$ cat config.mk
export PLATFORM = sky130hd
export DESIGN_NAME = ibex_bloom_unit
export DESIGN_NICKNAME = d
export VERILOG_FILES = /design/src/rtl/ibex_bloom_pkg.sv /design/src/rtl/ibex_bloom_hash.sv /design/src/rtl/ibex_bloom_unit.sv
export SDC_FILE = /design/constraint.sdc
export NUM_CORES = 2
export LEC_CHECK = 0
export CAP_MARGIN = 40
export CORE_UTILIZATION = 50
export CTS_BUF_LIST = sky130_fd_sc_hd__clkbuf_4
export DETAILED_ROUTE_END_ITERATION = 12
export PLACE_DENSITY_LB_ADDON = 0.08
export SYNTH_ARGS = -nofsm -noshare
export SYNTH_HDL_FRONTEND = slang
export SYNTH_SLANG_ARGS = --single-unit
$ cat constraint.sdc
create_clock -name clk_i -period 9.54 [get_ports clk_i]
set_input_delay 1.908 -clock clk_i [delete_from_list [all_inputs] [get_ports clk_i]]
set_output_delay 1.908 -clock clk_i [all_outputs]
set_load 0.005 [all_outputs]
$ cat src/rtl/ibex_bloom_pkg.sv
// Shared types and constants for the Ibex Bloom-filter accelerator.
package ibex_bloom_pkg;

  typedef enum logic [4:0] {
    BloomOpInsert = 5'd1,
    BloomOpCheck  = 5'd2,
    BloomOpClear  = 5'd3,
    BloomOpCount  = 5'd4
  } bloom_op_e;

  typedef enum logic [1:0] {
    StIdle,
    StHash,
    StClear,
    StDone
  } bloom_state_e;

  localparam logic [31:0] BloomHashGolden = 32'h9E3779B9;
  localparam int unsigned BloomCountW     = 16;

endpackage

$ cat src/rtl/ibex_bloom_hash.sv
// Combinational Bloom hash: rotate key by 5k, mix with golden-ratio-stepped seed, fold to 16 bits.
module ibex_bloom_hash
  import ibex_bloom_pkg::*;
#(
  parameter int unsigned IdxW = 10
) (
  input  logic [31:0]     key_i,
  input  logic [31:0]     seed_i,
  input  logic [2:0]      k_i,
  output logic [IdxW-1:0] idx_o
);

  logic [4:0]  rot_amt;
  logic [31:0] key_rot;
  logic [31:0] seed_mix;
  logic [31:0] x;
  logic [15:0] f;

  // 5k wraps modulo 32, which is exactly a rotate by 5k.
  assign rot_amt  = {2'b00, k_i} * 5'd5;
  // A shift by 32 yields zero, so rot_amt == 0 degrades cleanly to key_i.
  assign key_rot  = (key_i << rot_amt) | (key_i >> (6'd32 - {1'b0, rot_amt}));
  assign seed_mix = seed_i + ({29'b0, k_i} * BloomHashGolden);
  assign x        = key_rot ^ seed_mix;
  assign f        = x[31:16] ^ x[15:0];
  assign idx_o    = f[IdxW-1:0];

  if (IdxW < 16) begin : g_fold_unused
    logic unused_f_hi;
    assign unused_f_hi = ^f[15:IdxW];
  end

endmodule

$ cat src/rtl/ibex_bloom_unit.sv
// Multi-cycle Bloom-filter unit for the Ibex EX stage (insert/check/clear/count).
// Define IBEX_BLOOM_EARLY_EXIT_EN to let CHECK finish on the first zero bit.
module ibex_bloom_unit
  import ibex_bloom_pkg::*;
#(
  parameter int unsigned FilterBits = 1024,
  parameter int unsigned NumHashes  = 3
) (
  input  logic        clk_i,
  input  logic        rst_i,
  input  logic        en_i,
  input  logic [4:0]  op_i,
  input  logic [31:0] operand_a_i,
  input  logic [31:0] operand_b_i,
  input  logic        flush_i,
  output logic        ready_o,
  output logic        valid_o,
  output logic [31:0] result_o,
  output logic        illegal_o
);

  localparam int unsigned IdxW     = $clog2(FilterBits);
  localparam int unsigned NumWords = FilterBits / 32;
  localparam int unsigned WordW    = $clog2(NumWords);
  localparam logic [2:0]       LastK    = 3'(NumHashes - 1);
  localparam logic [WordW-1:0] LastWord = WordW'(NumWords - 1);

  bloom_state_e            state_q, state_d;
  logic [4:0]              op_q, op_d;
  logic [31:0]             key_q, key_d;
  logic [31:0]             seed_q, seed_d;
  logic [2:0]              k_q, k_d;
  logic [WordW-1:0]        word_q, word_d;
  logic                    hit_q, hit_d;
  logic [BloomCountW-1:0]  count_q, count_d;
  logic [31:0]             result_q, result_d;
  logic                    illegal_q, illegal_d;
  logic [FilterBits-1:0]   filter_q, filter_d;

  logic [IdxW-1:0] idx;
  logic            bit_rd;
  logic            ready;
  logic            accept;
  logic            early_exit;

  ibex_bloom_hash #(
    .IdxW(IdxW)
  ) u_hash (
    .key_i (key_q),
    .seed_i(seed_q),
    .k_i   (k_q),
    .idx_o (idx)
  );

  assign ready  = (state_q == StIdle) || (state_q == StDone);
  assign accept = en_i & ready & ~flush_i;
  assign bit_rd = filter_q[idx];

`ifdef IBEX_BLOOM_EARLY_EXIT_EN
  assign early_exit = (op_q == BloomOpCheck) & ~bit_rd;
`else
  assign early_exit = 1'b0;
`endif

  always_comb begin
    state_d   = state_q;
    op_d      = op_q;
    key_d     = key_q;
    seed_d    = seed_q;
    k_d       = k_q;
    word_d    = word_q;
    hit_d     = hit_q;
    count_d   = count_q;
    result_d  = result_q;
    illegal_d = illegal_q;
    filter_d  = filter_q;

    unique case (state_q)
      StIdle, StDone: begin
        state_d = StIdle;
        if (accept) begin
          op_d   = op_i;
          key_d  = operand_a_i;
          seed_d = operand_b_i;
          k_d    = '0;
          word_d = '0;
          hit_d  = 1'b1;
          case (op_i)
            BloomOpInsert, BloomOpCheck: state_d = StHash;
            BloomOpClear:                state_d = StClear;
            BloomOpCount: begin
              result_d  = 32'(count_q);
              illegal_d = 1'b0;
              state_d   = StDone;
            end
            default: begin
              result_d  = '0;
              illegal_d = 1'b1;
              state_d   = StDone;
            end
          endcase
        end
      end

      StHash: begin
        if (flush_i) begin
          state_d = StIdle;
        end else begin
          // Registered filter means earlier k of this op are already visible here.
          if (op_q == BloomOpInsert) begin
            filter_d[idx] = 1'b1;
          end
          hit_d = hit_q & bit_rd;
          if ((k_q == LastK) || early_exit) begin
            result_d  = {31'b0, hit_q & bit_rd};
            illegal_d = 1'b0;
            state_d   = StDone;
            if ((op_q == BloomOpInsert) && (count_q != '1)) begin
              count_d = count_q + 1'b1;
            end
          end else begin
            k_d = k_q + 3'd1;
          end
        end
      end

      StClear: begin
        if (flush_i) begin
          state_d = StIdle;
        end else begin
          filter_d[{word_q, 5'b0} +: 32] = '0;
          if (word_q == LastWord) begin
            count_d   = '0;
            result_d  = '0;
            illegal_d = 1'b0;
            state_d   = StDone;
          end else begin
            word_d = word_q + 1'b1;
          end
        end
      end

      default: state_d = StIdle;
    endcase
  end

  always_ff @(posedge clk_i) begin
    if (rst_i) begin
      state_q   <= StIdle;
      op_q      <= '0;
      key_q     <= '0;
      seed_q    <= '0;
      k_q       <= '0;
      word_q    <= '0;
      hit_q     <= 1'b0;
      count_q   <= '0;
      result_q  <= '0;
      illegal_q <= 1'b0;
      filter_q  <= '0;
    end else begin
      state_q   <= state_d;
      op_q      <= op_d;
      key_q     <= key_d;
      seed_q    <= seed_d;
      k_q       <= k_d;
      word_q    <= word_d;
      hit_q     <= hit_d;
      count_q   <= count_d;
      result_q  <= result_d;
      illegal_q <= illegal_d;
      filter_q  <= filter_d;
    end
  end

  assign ready_o   = ready;
  assign valid_o   = (state_q == StDone);
  assign result_o  = result_q;
  assign illegal_o = illegal_q;

endmodule

After elaboration in Yosys (flattened, before gate mapping) --
Index checks and enable logic that the tools add are counted. W data, S select, Z words.
Word-level totals: register bits 1147, bits of input ports 73, output and inout bits 35
Operators by class: $add $sub $neg 6, multipliers 2, order comparisons 2, equal/unequal tests 23, shifts and indexed selects 4, mux-type cells 47, bitwise operators 8, reductions and logical operators 18
Operators with widths (count):
- $mux W1024 | 3
- $pmux W1024 S2 | 1
- $bwmux W1024 | 1
- $or A1024 B1024 Y1024 | 1
- $shift A32 B12 Y1024 const A | 1
- $shiftx A32 B12 Y1024 const A | 1
- $mux W32 | 5
- $pmux W32 S3 | 1
- $mux W16 | 5
- $pmux W32 S2 | 1
- $mul A3 B32 Y26 const B | 1
- $pmux W16 S2 | 1
- $shl A32 B5 Y26 | 1
- $shr A32 B6 Y26 | 1
- $add A26 B26 Y26 | 1
- $or A26 B26 Y26 | 1
- $xor A26 B26 Y26 | 1
- $ne A2 B2 Y1 const B | 10
- $add A16 B1 Y16 const B | 1
- $ne A16 B16 Y1 const B | 1
- $mux W5 | 3
- $neg A10 Y12 | 1
- $reduce_and A4 Y1 | 3
- $reduce_and A6 Y1 | 2
- other kinds (36) | 62

Longest topological paths before layout --
word-level depth 14, mapped depth 33, depth with buffers taken out 21

Modules after synthesis --
A second synthesis with hierarchy kept.
Second synthesis, totals: cell total of the unflattened synthesis 5731, area total of the unflattened synthesis 50539.7 um2
By module, submodules not included:
- ibex_bloom_unit | times used 1, cells each 5187, area each 45635.0 um2
- ibex_bloom_hash | times used 1, cells each 544, area each 4904.7 um2

Worst setup path before layout --
Ideal clock, no wire load.
path kind reg2reg, start register k_q[1], end register hit_q, arrival 7.610 ns, slack 1.839 ns, stages on the path, launching flop included 33, cell sequence dfxtp_1 > clkbuf_1 > buf_2 > buf_2 > buf_2 > inv_1 > ha_1 > buf_2 > buf_2 > clkbuf_1 > inv_1 > fa_1 > inv_1 > ha_1 > a211oi_1 > nor2_1 > nor2_1 > o21ai_0 > a21oi_1 > xnor3_1 > xnor2_2 > buf_4 > buf_4 > buf_2 > buf_2 > mux2i_1 > o22ai_1 > nor2_1 > nand3_1 > and4_1 > o32ai_1 > nand3_1 > a311oi_1
On the way: word-level cells in the longest chain between the ends 11, elaborated cells on any way between the ends 14, classes of those cells add/sub: 2; mul: 2; shift: 2; mux: 4; bitwise: 4
RTL lines:
- start, declared | line ibex_bloom_unit.sv:32 | logic [2:0] k_q, k_d;
- start signal, assigned | line ibex_bloom_unit.sv:165 | k_q <= k_d;
- parallel branches: the longest is 4 deep, another holds $mul A3 B32 Y26
- $xor A26 B26 Y26 * | line ibex_bloom_hash.sv:24 | assign x = key_rot ^ seed_mix;
- $xor A10 B10 Y10 * | line ibex_bloom_hash.sv:25 | assign f = x[31:16] ^ x[15:0];
- $bmux W1 S10 * | line ibex_bloom_unit.sv:57 | assign bit_rd = filter_q[idx];
- $mux W1 (implied by the code) * | line ibex_bloom_unit.sv:57
- $and A1 B1 Y1 * | line ibex_bloom_unit.sv:113 | hit_d = hit_q & bit_rd;
- $mux W1 * | line ibex_bloom_unit.sv:106 | if (flush_i) begin
- $pmux W1 S2 * | line ibex_bloom_unit.sv:78 | unique case (state_q)
- end signal, assigned | line ibex_bloom_unit.sv:167 | hit_q <= hit_d;
- end, declared | line ibex_bloom_unit.sv:34 | logic hit_q, hit_d;
Mark *: on every way between the ends. The select of a mux whose other input is x is not followed. A chain may end at the register's enable or synchronous reset.

Worst setup path in the final report --
start register k_q[0], end register result_q[0] (netlist: result_o[0])
On the way: word-level cells in the longest chain between the ends 12, elaborated cells on any way between the ends 18, classes of those cells add/sub: 2; mul: 2; eq/ne: 2; shift: 2; mux: 5; bitwise: 4; reduce/logical: 1
RTL lines:
- parallel branches: the longest is 12 deep, another holds $mul A3 B32 Y26
- end signal, assigned | line ibex_bloom_unit.sv:169 | result_q <= result_d;
- end, declared | line ibex_bloom_unit.sv:36 | logic [31:0] result_q, result_d;
Parallel ways; which one is timed is not known. The select of a mux whose other input is x is not followed.

==> flow_results.org <==
** Place
- Post-DP HPWL :: 98,400 µm
- Routability-driven placement finished with a final weighted congestion of 0.926.
- # port buffers :: 85
- OpenSTA, run right after detailed placement, puts the worst setup slack at 1.60 ns.

** Global route
- For this run the aggregate overflow at the end of global routing stands at 0.
- Maximum number of pins on one net before global-route repair :: 108
- The first global-routing pass estimated 243,000 µm of wire.
- Across every metal layer, demand over resource in global routing totals 32.0%.
- Initial antenna violation count :: 4
- The via count of the first global-routing pass is 39,200.

** Yosys
- In this run the biggest area consumer among cell types represents 46.1% of the synthesized area.
- Number of instances in the synthesized netlist :: 5,394
- Average instance area after synthesis :: 9.11 µm²
- Cell type contributing the most total cell area after synthesis :: dfxtp_1
- Dominant combinational cell family by area after synthesis :: multiplexers
- Post-synthesis xor/xnor area fraction :: 1.30%
- Summing the areas of all compound-gate instances in the mapped netlist gives 16.3% of the synthesized area.
- The portion of synthesized area spent on multiplexers is 16.7%.
- Yosys cell types :: 74
- Syn. warnings :: 0
- Simple logic cell fraction of the synthesized area :: 13.0%
- Post-synthesis instance area :: 49,100 µm²
- Ys flop type :: dfxtp_1
- Number of storage elements in the synthesis netlist :: 1,131
- Number of enable-type register cells in the synthesized netlist :: 0
- Register area share after synthesis :: 46.1%
- Counting flops with an async set or reset pin after synthesis yields a share of 0%.
- After Yosys synthesis, full adders, half adders and majority gates account for 2.01% of the synthesized area.
- By area the synthesized netlist is led by dfxtp_1, a21oi_1, mux4_2, nor2_1, mux2i_1.

** Worst setup path
- Along the worst path, the maximum fanout reaches 46.
- Worst-path cell with the longest stage delay :: o32ai_1
- For this run, the slowest stage of the critical path takes 0.76 ns.
- Critical Path, Cell by Cell :: buf_4 -> ha_1 -> fa_1 -> ha_1 -> a21o_1 -> a21oi_1 -> a21boi_0 -> o21ai_0 -> a21oi_1 -> xnor3_1 -> xnor2_4 -> buf_12 -> buf_12 -> mux4_2 -> o22ai_1 -> nor4_1 -> a22oi_1 -> and3_1 -> o32ai_1 -> nand4_1 -> a211oi_1
- Critical path launch point type :: flip-flop
- Crit Path Class :: flip-flop to flip-flop
- Capturing element type of the critical path :: flip-flop
- For the worst flop-to-flop path, the logic depth is 21.
- Crit path required time :: 10.65 ns
- Worst EP arrival :: 9.14 ns

** STA
- Based on the critical path, the design can be clocked at up to 0.125 GHz.
- Number of hold violations in the final report :: 0
- The worst path needs 8.03 ns of the cycle, external delays included.
- Worst-case headroom to the max-slew limit :: 35.0%
- Min setup slack post-route :: 1.51 ns
- Between clock sinks in the finished design, the worst skew comes to 0.120 ns.
- Worst Tran Pin Value :: 0.973 ns
- The final number of max-transition violations was 0.
- For the final routed database, the setup TNS stands at 0 ns.
- Finish-stage setup viols :: 0
- The worst path uses 84.2% of the clock period.
- RSZ-0062 raised after global routing :: no
- On the final layout, the worst hold slack is 0.449 ns.

** Die
- Row count :: 114
- Die extent in x :: 316 µm
- I/O pins :: 108
- Starting utilization of the core area :: 50.7%
- Die area :: 99,600 µm²
- The die is 316 µm tall.
- In this run the standard cell core region covers 97,000 µm².

** Status
- Outcome :: finished with violations
- Failing checks :: DRC

** Clocking
- The H-tree generated during clock tree synthesis spans 5 levels.
- Counting along the longest clock path gives a buffer depth of 4.
- CTS tree :: done
- After clock tree synthesis, the clock-pin slew on the worst setup and hold paths is 0.06 ns.
- Counting the buffers created by CTS gives 319.
- Gates resized, CTS repair :: 0
- The tree is rooted in a clkbuf_4.
- The number of hold buffers added after CTS was 0.
- After clock tree synthesis, the setup repair step added 0 buffers.
- The later pin in the worst-skew pair is clocked with a latency of 1.24 ns.
- Number of clock sinks :: 1,131

** Routing
- In the routed layout, each cell is associated on average with a via count of 5.97.
- Number of vias after detailed routing :: 41,800
- The first detailed-routing pass took 11 iterations.
- In the routed design, unresolved DRC markers number 7.
- Once detail routing completed, the nets flagged for antenna violations numbered 0.
- Routed wire per std cell :: 23.0 µm
- Wires add up to 161,000 µm.
- Number of DRC violations after detailed-routing iteration 0 :: 4,565

** Power
- Internal Dissipation :: 9560 µW
- The worst-case IR drop observed on VDD is 0.448 mV.
- The analysis attributes to net switching a power of 7330 µW.
- PD cells :: 301 nW/µm²
- Of the total power, combinational logic draws 46.2%.
- The clock network is responsible for 25.1% of the overall power.
- Static Leak :: 0.0212 µW
- Sequential group share of total power :: 28.7%
- Net switching is 43.4% of the power.

** Final layout
- Most common library cell in the layout ignoring fill and taps :: a21oi_1
- Fraction of layout cells with a size suffix above 1 :: 17.3%
- For this run, the post-layout net count is 5,654.
- The top cell types in the final layout, fill and taps aside, are a21oi_1, dfxtp_1, nor2_1, clkbuf_4, mux2i_1.
- Area Growth Syn to Fin :: 14.2%

** Hold path
- Min-Delay Path Depth :: 2
- In this run the worst hold path is classified as flip-flop to flip-flop.

** Job
- The tool flagged a number of max-cap violations equal to 0.
-- routing by layer --
metal  vias to the layer above  part of all wire (%)  GRT usage [%]
met4                         2                   3.2           12.0
met3                       340                   7.9           5.24
met2                      1749                    45           49.3
li1                      19300                     -              -
met5                         -                0.0081              0
met1                     20400                    44           45.2
-- critical path, delay by kind of cell, from the launching register on --
| family | cells | cell delay, ns |
|---|---|---|
| xor gates and xnor gates | 2 | 0.72 |
| adders and majority gates | 3 | 1.20 |
| AOI/OAI and AO/OA | 9 | 2.58 |
| DFF | 1 | 0.58 |
| buffers and inverters | 3 | 1.38 |
| muxes | 1 | 0.30 |
| and+or+nand+nor | 3 | 1.13 |
-- kinds of logic (layout without fill, tap and decap cells) --
kind of cell / count (synthesis) / count (layout)
AND/OR/NAND/NOR: 1584 / 1584
AO/OA/AOI/OAI: 1485 / 1485
flip-flops: 1131 / 1131
buffers and inverters: 535 / 839
multiplexers: 520 / 520
adder cells (fa/ha/maj): 70 / 70
XOR/XNOR: 68 / 68
other: 1 / 20
-- stage by stage --
stage	utilization (%)	cells	instance area, µm²	power [µW]
3_3_place_gp	52.8	6419	51300	12500
2_1_floorplan	-	5409	49200	9470
6_report	57.8	6993	56100	16900
5_1_grt	57.8	6993	56100	17500
3_5_place_dp	53.9	6465	52300	12600
4_1_cts	57.8	6988	56100	16800
-- registers in the layout, indices dropped and copies added, names as in the netlist --
signal	cells
count_q	16
filter_q	1024
hit_q	1
illegal_o	1
k_q	3
key_q	32
op_q	5
result_o	16
seed_q	26
state_q	2
word_q	5
-- Yosys cell counts (all sizes together) (4+ instances only) --
| cell | instances |
|---|---|
| o22ai | 132 |
| xnor2 | 41 |
| a221oi | 5 |
| dfxtp | 1131 |
| o21bai | 4 |
| mux2 | 13 |
| or4 | 11 |
| inv | 55 |
| a21o | 43 |
| a211oi | 14 |
| mux2i | 269 |
| a22o | 4 |
| or2 | 5 |
| o21ai | 56 |
| nor4 | 31 |
| mux4 | 238 |
| a22oi | 13 |
| buf | 117 |
| nor3b | 5 |
| nor3 | 27 |
| xor2 | 25 |
| and2 | 11 |
| o21a | 8 |
| clkbuf | 363 |
| a21boi | 5 |
| and3 | 17 |
| o211a | 4 |
| nor2b | 4 |
| a31oi | 11 |
| nand2 | 223 |
| nor2 | 1168 |
| a21oi | 1152 |
| nand4 | 8 |
| nand3 | 53 |
| or3 | 4 |
| nand2b | 12 |
| ha | 55 |
| fa | 15 |
-- final cells by class --
class | count | area, µm²
inverters | 55 | 206
flip-flops and latches | 1131 | 22600
clock buffers | 450 | 3380
fillers | 8829 | 40900
multi-input cells | 3743 | 24700
repair buffers | 261 | 3160
well taps | 1276 | 1600
diodes | 4 | 10.0
clock inverters | 73 | 383
-- worst paths after layout --
check	startpoint	end	slack (ns)
worst max-delay path	k_q[0]	result_o[0]	1.51
worst max register to register	k_q[0]	result_o[0]	1.51
worst min register to register	result_o[14]	result_o[14]	0.45
worst min-delay path	result_o[14]	result_o[14]	0.45
-- power by group through the flow --
stage                     clock network, µW  registers, µW  logic [µW]
after CTS                              4330           4850        7670
after global placement                    0           4950        7520
after global routing                   4620           4860        8010
after floorplan                           0           4920        4540
after detailed placement                  0           4960        7650
final                                  4240           4850        7790
Note: power is estimated with default switching activity, not from simulation.
